<file path="src/rtl/bp_pkg.sv">
// Shared definitions for the branch predictor.
// Provides the table index and partial-tag extraction functions, the stored
// target width, and the direction-counter constants (reset, allocate, max).
// All helpers take the table geometry as arguments so every instance can use
// its own parameters.
package bp_pkg;

  localparam int ADDR_W = 32;
  // Targets are word-aligned, so bits [1:0] are never stored.
  localparam int TGT_W  = ADDR_W - 2;

  function automatic logic [ADDR_W-1:0] pc_index(input logic [ADDR_W-1:0] pc,
                                                 input int idx_bits);
    return (pc >> 2) & ((32'd1 << idx_bits) - 32'd1);
  endfunction

  function automatic logic [ADDR_W-1:0] pc_tag(input logic [ADDR_W-1:0] pc,
                                               input int idx_bits,
                                               input int tag_bits);
    return (pc >> (idx_bits + 2)) & ((32'd1 << tag_bits) - 32'd1);
  endfunction

  // Weakly not-taken; evaluates to 0 for a 1-bit counter.
  function automatic int ctr_rst_val(input int ctr_bits);
    return (1 << (ctr_bits - 1)) - 1;
  endfunction

  // Weakly taken, used when a taken branch allocates an entry.
  function automatic int ctr_alloc_val(input int ctr_bits);
    return 1 << (ctr_bits - 1);
  endfunction

  function automatic int ctr_max_val(input int ctr_bits);
    return (1 << ctr_bits) - 1;
  endfunction

endpackage

</file>
<file path="src/rtl/bp_sat_counter.sv">
// Up/down saturating direction counter with a load for entry allocation.
// Ports:
//   clk, rst  - clock, synchronous active-high reset (to weakly not-taken)
//   load      - force the weakly-taken allocation value (highest priority)
//   inc, dec  - step up / down, saturating at max / 0
//   count     - current counter value; its MSB is the taken prediction
module bp_sat_counter
  import bp_pkg::*;
#(
  parameter int CTR_BITS = 2
) (
  input  logic                clk,
  input  logic                rst,
  input  logic                load,
  input  logic                inc,
  input  logic                dec,
  output logic [CTR_BITS-1:0] count
);

  localparam logic [CTR_BITS-1:0] RST_VAL   = CTR_BITS'(ctr_rst_val(CTR_BITS));
  localparam logic [CTR_BITS-1:0] ALLOC_VAL = CTR_BITS'(ctr_alloc_val(CTR_BITS));
  localparam logic [CTR_BITS-1:0] MAX_VAL   = CTR_BITS'(ctr_max_val(CTR_BITS));

  always_ff @(posedge clk) begin
    if (rst) begin
      count <= RST_VAL;
    end else if (load) begin
      count <= ALLOC_VAL;
    end else if (inc && (count != MAX_VAL)) begin
      count <= count + 1'b1;
    end else if (dec && (count != '0)) begin
      count <= count - 1'b1;
    end
  end

endmodule

</file>
<file path="src/rtl/branch_predictor.sv">
// Dynamic branch predictor: direct-mapped BTB with a saturating-counter BHT.
// Looked up with the IF fetch address; the result is registered so it lines
// up with the instruction word in ID. Trained from resolved control flow in EX.
// Optional feature macro: BP_GSHARE_EN (global history XORed into the index).
// Ports:
//   clk, rst            - clock, synchronous active-high reset
//   bp_enable           - 0 suppresses id_pred_taken; training continues
//   if_pc, if_stall     - fetch address; hold the ID prediction when stalled
//   id_pred_hit/taken/target - registered prediction for the instruction in ID
//   ex_upd_*            - resolved branch/jump training port
//   stat_branches/mispreds   - free-running wrap-around statistics
module branch_predictor
  import bp_pkg::*;
#(
  parameter int ENTRIES  = 64,
  parameter int TAG_BITS = 10,
  parameter int CTR_BITS = 2,
  parameter int GHR_BITS = 6
) (
  input  logic        clk,
  input  logic        rst,
  input  logic        bp_enable,
  input  logic [31:0] if_pc,
  input  logic        if_stall,
  output logic        id_pred_hit,
  output logic        id_pred_taken,
  output logic [31:0] id_pred_target,
  input  logic        ex_upd_valid,
  input  logic [31:0] ex_upd_pc,
  input  logic        ex_upd_taken,
  input  logic [31:0] ex_upd_target,
  input  logic        ex_upd_mispred,
  output logic [31:0] stat_branches,
  output logic [31:0] stat_mispreds
);

  localparam int IDX_BITS = $clog2(ENTRIES);

  if ((ENTRIES < 4) || ((1 << IDX_BITS) != ENTRIES) || (CTR_BITS < 1) ||
      (CTR_BITS > 4) || (GHR_BITS > IDX_BITS) || (GHR_BITS < 1)) begin : g_bad_cfg
    $error("branch_predictor: illegal parameter combination");
  end

  logic                tbl_valid [ENTRIES];
  logic [TAG_BITS-1:0] tbl_tag   [ENTRIES];
  logic [TGT_W-1:0]    tbl_tgt   [ENTRIES];
  logic [CTR_BITS-1:0] tbl_ctr   [ENTRIES];

  logic [IDX_BITS-1:0] hist;
  logic [IDX_BITS-1:0] lk_idx;
  logic [TAG_BITS-1:0] lk_tag;
  logic                lk_hit;
  logic [IDX_BITS-1:0] up_idx;
  logic [TAG_BITS-1:0] up_tag;
  logic                up_hit;
  logic                up_alloc;

  logic                id_hit_p1;
  logic                id_taken_p1;
  logic [31:0]         id_tgt_p1;

  logic                unused_tgt_lsbs;
  assign unused_tgt_lsbs = ^ex_upd_target[1:0];

`ifdef BP_GSHARE_EN
  logic [GHR_BITS-1:0] ghr;

  // History advances after this cycle's lookup and update have used it.
  always_ff @(posedge clk) begin
    if (rst) begin
      ghr <= '0;
    end else if (ex_upd_valid) begin
      ghr <= GHR_BITS'({ghr, ex_upd_taken});
    end
  end

  assign hist = IDX_BITS'(ghr);
`else
  assign hist = '0;
`endif

  assign lk_idx = IDX_BITS'(pc_index(if_pc, IDX_BITS)) ^ hist;
  assign lk_tag = TAG_BITS'(pc_tag(if_pc, IDX_BITS, TAG_BITS));
  assign lk_hit = tbl_valid[lk_idx] && (tbl_tag[lk_idx] == lk_tag);

  assign up_idx   = IDX_BITS'(pc_index(ex_upd_pc, IDX_BITS)) ^ hist;
  assign up_tag   = TAG_BITS'(pc_tag(ex_upd_pc, IDX_BITS, TAG_BITS));
  assign up_hit   = tbl_valid[up_idx] && (tbl_tag[up_idx] == up_tag);
  assign up_alloc = ex_upd_valid && !up_hit && ex_upd_taken;

  // ---- IF -> ID boundary: lookup reads pre-update table contents ----
  always_ff @(posedge clk) begin
    if (rst) begin
      id_hit_p1   <= 1'b0;
      id_taken_p1 <= 1'b0;
      id_tgt_p1   <= '0;
    end else if (!if_stall) begin
      id_hit_p1   <= lk_hit;
      id_taken_p1 <= lk_hit && tbl_ctr[lk_idx][CTR_BITS-1] && bp_enable;
      id_tgt_p1   <= lk_hit ? {tbl_tgt[lk_idx], 2'b00} : '0;
    end
  end

  assign id_pred_hit    = id_hit_p1;
  assign id_pred_taken  = id_taken_p1;
  assign id_pred_target = id_tgt_p1;

  // ---- EX training: valid bits are control, tag/target are data ----
  always_ff @(posedge clk) begin
    if (rst) begin
      for (int i = 0; i < ENTRIES; i++) begin
        tbl_valid[i] <= 1'b0;
      end
    end else if (up_alloc) begin
      tbl_valid[up_idx] <= 1'b1;
    end
  end

  always_ff @(posedge clk) begin
    if (!rst && ex_upd_valid && ex_upd_taken) begin
      if (!up_hit) begin
        tbl_tag[up_idx] <= up_tag;
      end
      tbl_tgt[up_idx] <= ex_upd_target[31:2];
    end
  end

  for (genvar e = 0; e < ENTRIES; e++) begin : g_ctr
    logic sel;
    assign sel = ex_upd_valid && (up_idx == IDX_BITS'(e));

    bp_sat_counter #(
      .CTR_BITS (CTR_BITS)
    ) u_ctr (
      .clk   (clk),
      .rst   (rst),
      .load  (sel && !up_hit && ex_upd_taken),
      .inc   (sel && up_hit && ex_upd_taken),
      .dec   (sel && up_hit && !ex_upd_taken),
      .count (tbl_ctr[e])
    );
  end

  // Statistics ignore bp_enable and if_stall.
  always_ff @(posedge clk) begin
    if (rst) begin
      stat_branches <= '0;
      stat_mispreds <= '0;
    end else if (ex_upd_valid) begin
      stat_branches <= stat_branches + 32'd1;
      if (ex_upd_mispred) begin
        stat_mispreds <= stat_mispreds + 32'd1;
      end
    end
  end

endmodule
</file>
<file path="config.mk">
export PLATFORM = sky130hd
export DESIGN_NAME = branch_predictor
export DESIGN_NICKNAME = d
export VERILOG_FILES = /design/src/rtl/bp_pkg.sv /design/src/rtl/bp_sat_counter.sv /design/src/rtl/branch_predictor.sv
export SDC_FILE = /design/constraint.sdc
export NUM_CORES = 2
export LEC_CHECK = 0
export BUFFER_PORTS_ARGS = -buffer_cell sky130_fd_sc_hd__buf_2
export CAP_MARGIN = 20
export CORE_MARGIN = 2
export CORE_UTILIZATION = 55
export CTS_CLUSTER_DIAMETER = 30
export DETAILED_ROUTE_END_ITERATION = 7
export GPL_TIMING_DRIVEN = 0
export PLACE_DENSITY_LB_ADDON = 0.2
export REMOVE_ABC_BUFFERS = 1
export SYNTH_ARGS = -nofsm -noshare
export SYNTH_HDL_FRONTEND = slang
export SYNTH_SLANG_ARGS = --single-unit
</file>
<file path="constraint.sdc">
create_clock -name clk -period 8.86 [get_ports clk]
set_input_delay 1.329 -clock clk [delete_from_list [all_inputs] [get_ports clk]]
set_output_delay 1.329 -clock clk [all_outputs]
set_load 0.1 [all_outputs]
</file>
# Word level (Yosys, flattened, before mapping)
# Memory sizes are Yosys's and may differ from the RTL's.
# Cells that the tools add are included.
# op_classes
bitwise	1
add_sub_neg	130
muxes	209
eq_ne	129
n_reduce_logical	654
n_lt_le_gt_ge	1
# ops
cell	n
logical AND 1 bit	520
two-way mux 2 bit	194
== test 6 bit (second input constant)	32
nonzero test 3 bit	64
adder 2 x 1 -> 2 bit (second input constant)	64
!= test 2 bit (second input constant)	64
nonzero test 2 bit	64
subtractor 2 x 1 -> 2 bit (second input constant)	64
== test 6 x 5 -> 1 bit (second input constant)	16
adder 32 x 1 -> 32 bit (second input constant)	2
== test 6 x 4 -> 1 bit (second input constant)	8
two-way mux 32 bit	1
== test 6 x 3 -> 1 bit (second input constant)	4
== test 10 bit	2
binary-select mux 2 bit (select 6 bit)	1
== test 6 x 2 -> 1 bit (second input constant)	2
two-way mux 1 bit	12
greater-or-equal comparator 7 bit (second input constant)	1
NOT 6 -> 7 bit	1
== test 6 x 1 -> 1 bit (second input constant)	1
logical NOT 6 bit	1
two-way mux 6 bit	1
logical NOT 1 bit	3
AND reduction 2 bit	1
OR reduction 1 bit	1
# word_totals
ff_bits	226
out_inout_bits	98
mem_bits_rw	2624
mem_count	3
# memory_table
memory	depth	width	rd	rd_ports_with_merged_regs	write_ports	line_no	source
tbl_tgt	64	30	1	0	1	branch_predictor.sv:46	logic [TGT_W-1:0] tbl_tgt [ENTRIES];
tbl_tag	64	10	2	0	1	branch_predictor.sv:45	logic [TAG_BITS-1:0] tbl_tag [ENTRIES];
tbl_valid	64	1	2	0	64	branch_predictor.sv:44	logic tbl_valid [ENTRIES];

# Depth between registers and ports, before layout
# An unclocked memory read counts as a cell.
# logic_depth
ltp_word	11
ltp_mapped	20
depth_no_buf	10

# Modules after synthesis
# A second synthesis with hierarchy kept.
# hier_totals
hier_cells	6271
hier_area_um2	119093.0
# by_module_without_submodules
mod	n_inst	area_per_inst_um2	cells_per_inst
branch_predictor	1	112766.9	5567
bp_sat_counter	64	98.8	11

# Least setup slack after synthesis
# Ideal clock, no wire load.
# synth_timing
path_kind	input to register
start	in ex_upd_pc[2]
end	mem tbl_tag[9][1] (enable)
n_path_buf	4
t_arrival_ns	4.614
setup_time_ns	0.392
path_stages	12
slack_ns	3.854
t_required_ns	8.468
path_cell_list	buf_6 -> buf_12 -> mux4_1 -> mux4_2 -> mux2_2 -> and2_1 -> o221ai_2 -> a2111oi_2 -> nor4b_1 -> buf_2 -> buf_2 -> nor3_1
# synth_between
elab_chain_cells	6
# synth_rtl
item	line_no	source
start: declaration	branch_predictor.sv:29	input logic [31:0] ex_upd_pc,
memory read (64 x 10 bit)	--	
== test 10 bit	branch_predictor.sv:88	assign up_hit = tbl_valid[up_idx] && (tbl_tag[up_idx] == up_tag);
logical AND 1 bit	branch_predictor.sv:88	
two-way mux 1 bit	branch_predictor.sv:121	if (!up_hit) begin
two-way mux 1 bit	branch_predictor.sv:120	if (!rst && ex_upd_valid && ex_upd_taken) begin
two-way mux 1 bit (implied by the code)	branch_predictor.sv:122	tbl_tag[up_idx] <= up_tag;
end: declaration	branch_predictor.sv:45	
# Several ways; a longest one is shown, not always the timed one.

# Final worst setup path
# layout_timing
start	in ex_upd_pc[2]
end	mem tbl_tag[13][8] (enable)
# The elaborated chain is that of the path after synthesis.

==> flow_summary.yaml <==
cts:
  cts.repair.resized: 0
  clock-sinks: 2848
  clockBufferDepth: 4
  clk_pin_slew_worst_paths_ns: 0.04
  cts_tree: "built"
  htree_levels: 6
  postCtsSetupRepairBufs: 0
  hold_buffers: 0
  clk_latency_ns: 0.96
  clockRootBuffer: "clkbuf_16"
  numCtsBuffers: 554
layout:
  final_common_cell: "edfxtp_1"
  final-seq-area_mm2: 0.08264
  multi_input_area_mm2: 0.03524
  fillers: 13420
  drive_gt1_share_pct: 33.49
  area_growth_pct: 21.68
  final_net_count: 6983
  final_cell_mix: "2560 x edfxtp_1, 944 x mux4_2, 574 x clkbuf_16, 290 x nor2_1, 288 x dfxtp_1"
detailed_routing:
  post-route-drc-count: 0
  wl_per_cell_um: 34.00
  ant_nets: 0
  drt-vias-per-instance: 6.815
  wirelength_um: 346000
  drt-initial-drc-count: 9829
  num_vias: 69350
  drtPass1Iterations: 6
logic_synthesis:
  ys_async_sr_fraction_pct: 0
  synth-edff-count: 2560
  avgSynthCellArea_um2: 18.75
  ys_top_cells_by_area: "edfxtp_1 64%, mux4_2 18%, dfxtp_1 4.8%"
  synth_seq_area_share_pct: 69.06
  syn-cell-area_mm2: 0.1197
  ys.flop_type: "edfxtp_1"
  ys_ff_latch: 2848
  synth_cells: 6382
  ys_warn_count: 0
  synth_cell_types: 72
  yosysTopAreaCell: "edfxtp_1"
  synth_top_area_share_pct: 64.24
floorplan:
  core.rowCount: 171
  fp.dieH_um: 470.4
  start_util_pct: 55.21
  io_pins: 201
  die_w_um: 470.4
  coreArea_mm2: 0.2167
  dieArea_mm2: 0.2213
run:
  maxCapViolations: 0
worst_setup_path:
  cp_slowest_cell: "o21ai_0"
  worst_path_largest_cell_delay_ns: 0.73
  crit_fanout: 88
  startpoint_type: "input port"
  crit_path_frequent_cell: "buf_16"
  critPathRequiredTime_ns: 9.41
  cp.arrival_ns: 8.43
  cp-end-kind: "flip-flop"
  cp_num_buf_inv: 5
  path_delay_family: "simple AND/OR/NAND/NOR gates"
  crit_chain: "buf_8 > buf_16 > buf_16 > nor2b_1 > a22oi_1 > nand3_1 > nand4_1 > o21ai_0 > a221o_1 > and2_1 > a2111o_2 > buf_12 > nand2b_1 > buf_16 > nor2_2"
  crit_type: "in2reg"
timing:
  tightest_slew_ns: 1.205
  slew_violations: 0
  layout_setup_ws_ns: 0.9808
  fmax_mhz: 126.9
  grt_setup_unrepaired: "no"
  min_period_ns: 7.879
  clock_skew_ns: 0.09429
  slew_headroom_pct: 18.40
  finalSetupViolCount: 0
  fin_crit_sh_pct: 88.93
  tns_ns: 0
  hold_viol: 0
run_status:
  status: "finished clean"
placement:
  place_hpwl_um: 195200
  port_buffers: 164
  gp_congestion: 0.8174
  place_ws_ns: 0.2316
pwr:
  p_leak_nw: 47.44
  vdd_drop_max_v: 0.0002258
  power_density_mw_per_mm2: 253.9
grt:
  antenna_found_initial: 18
  grt.total_usage_pct: 31.05
  first_global_vias: 69680
  grt_max_degree: 144
  overflow: 0
  grt_pass1_wl_um: 493900
hold_path:
  hp-class: "reg2reg"
cell usage after synthesis, types with 7 or more instances:
cell type  count
nand2b_1      35
buf_12         8
a22oi_1       95
nand3_1      102
o22ai_1       70
a211oi_1      73
nor2b_1       20
o21ai_0      223
buf_2         88
clkbuf_1     243
or4_1         20
and2_1        12
inv_1         71
o41ai_1       39
a31o_2        39
edfxtp_1    2560
mux2_2        22
xnor2_1       24
nand4_1       16
mux2i_1      216
nand2_1      147
a21oi_1       31
o221ai_1      25
xor2_1       110
mux4_2       944
or2_2          7
nor2_1       396
buf_6         26
and3_1        15
buf_1         62
a31oi_1       28
buf_4         19
o21a_1        67
a22o_1        64
dfxtp_1      288
or3_1         36
nor3_1        58
path summary, 6_finish.rpt:
path | from | to | slack [ns] | cells past startpoint
max reg2reg | tbl_tag[37][6] | tbl_tag[13][8] | 3.13 | 12
min | id_pred_target[14] | id_pred_target[14] | 0.43 | 2
max | ex_upd_pc[2] | tbl_tag[13][8] | 0.98 | 15
min reg2reg | id_pred_target[14] | id_pred_target[14] | 0.43 | 2
area by class of cell:
type,count,area share [%]
multi-input cells,2999,24.20
flip-flops and latches,2848,56.76
well taps,2854,2.453
inverters,78,0.2011
diodes,6,0.01031
clock inverters,326,2.428
repair buffers,397,3.705
clock buffers,668,10.24
routing by layer:
metal	up-vias	part of all wire [%]	track usage (%)
li1	27620	-	-
met1	36070	37	43.24
met2	4816	47	48.03
met3	836	12	7.517
met4	10	3.9	11.78
met5	-	0.015	0
kinds of logic (layout without fill, tap and decap cells):
family	Yosys count	after routing	share of synthesized area, %
flip-flops	2848	2848	69.06
multiplexers	1187	1187	19.87
AND/OR/NAND/NOR	885	885	3.366
AO/OA/AOI/OAI	789	789	4.530
buffers and inverters	536	1469	2.172
XOR/XNOR	134	134	0.9808
adder cells (fa/ha/maj)	2	2	0.02091
other	1	8	0.003134
sequential cells by signal (all words and copies together), names as in the netlist:
signal / flops
tbl_tgt: 1920
tbl_tag: 640
g_ctr.u_ctr.count: 128
tbl_valid: 64
stat_branches: 32
stat_mispreds: 32
id_pred_target: 30
id_pred_hit: 1
id_pred_taken: 1
power by group:
part | total, mW | switching, mW | leakage, nW | internal (mW)
Sequential | 14.7 | 0.0145 | 25.3 | 14.7
Clock | 20.6 | 7.04 | 8.92 | 13.6
Combinational | 1.62 | 0.965 | 13.2 | 0.658
Total | 37.0 | 8.02 | 47.4 | 28.9
worst min-delay path, stage by stage (launching register included):
cell     delay, ns
dfxtp_1       0.30
nand2_1       0.05
nand2_1       0.04
through the flow:
step                instances  hold slack (ns)  util [%]  instance area (um2)  total power [mW]
floorplan                5925           0.4554         -               117400             15.67
global placement         8943           0.4198     56.17               121700             17.01
detailed placement       9152           0.4302     58.44               126700             16.53
CTS                     10150           0.4386     66.95               145100             37.08
global route            10170           0.4623     67.18               145600             37.78
finish                  10180           0.4340     67.18               145600             36.97
(Power assumes the default switching activity.)
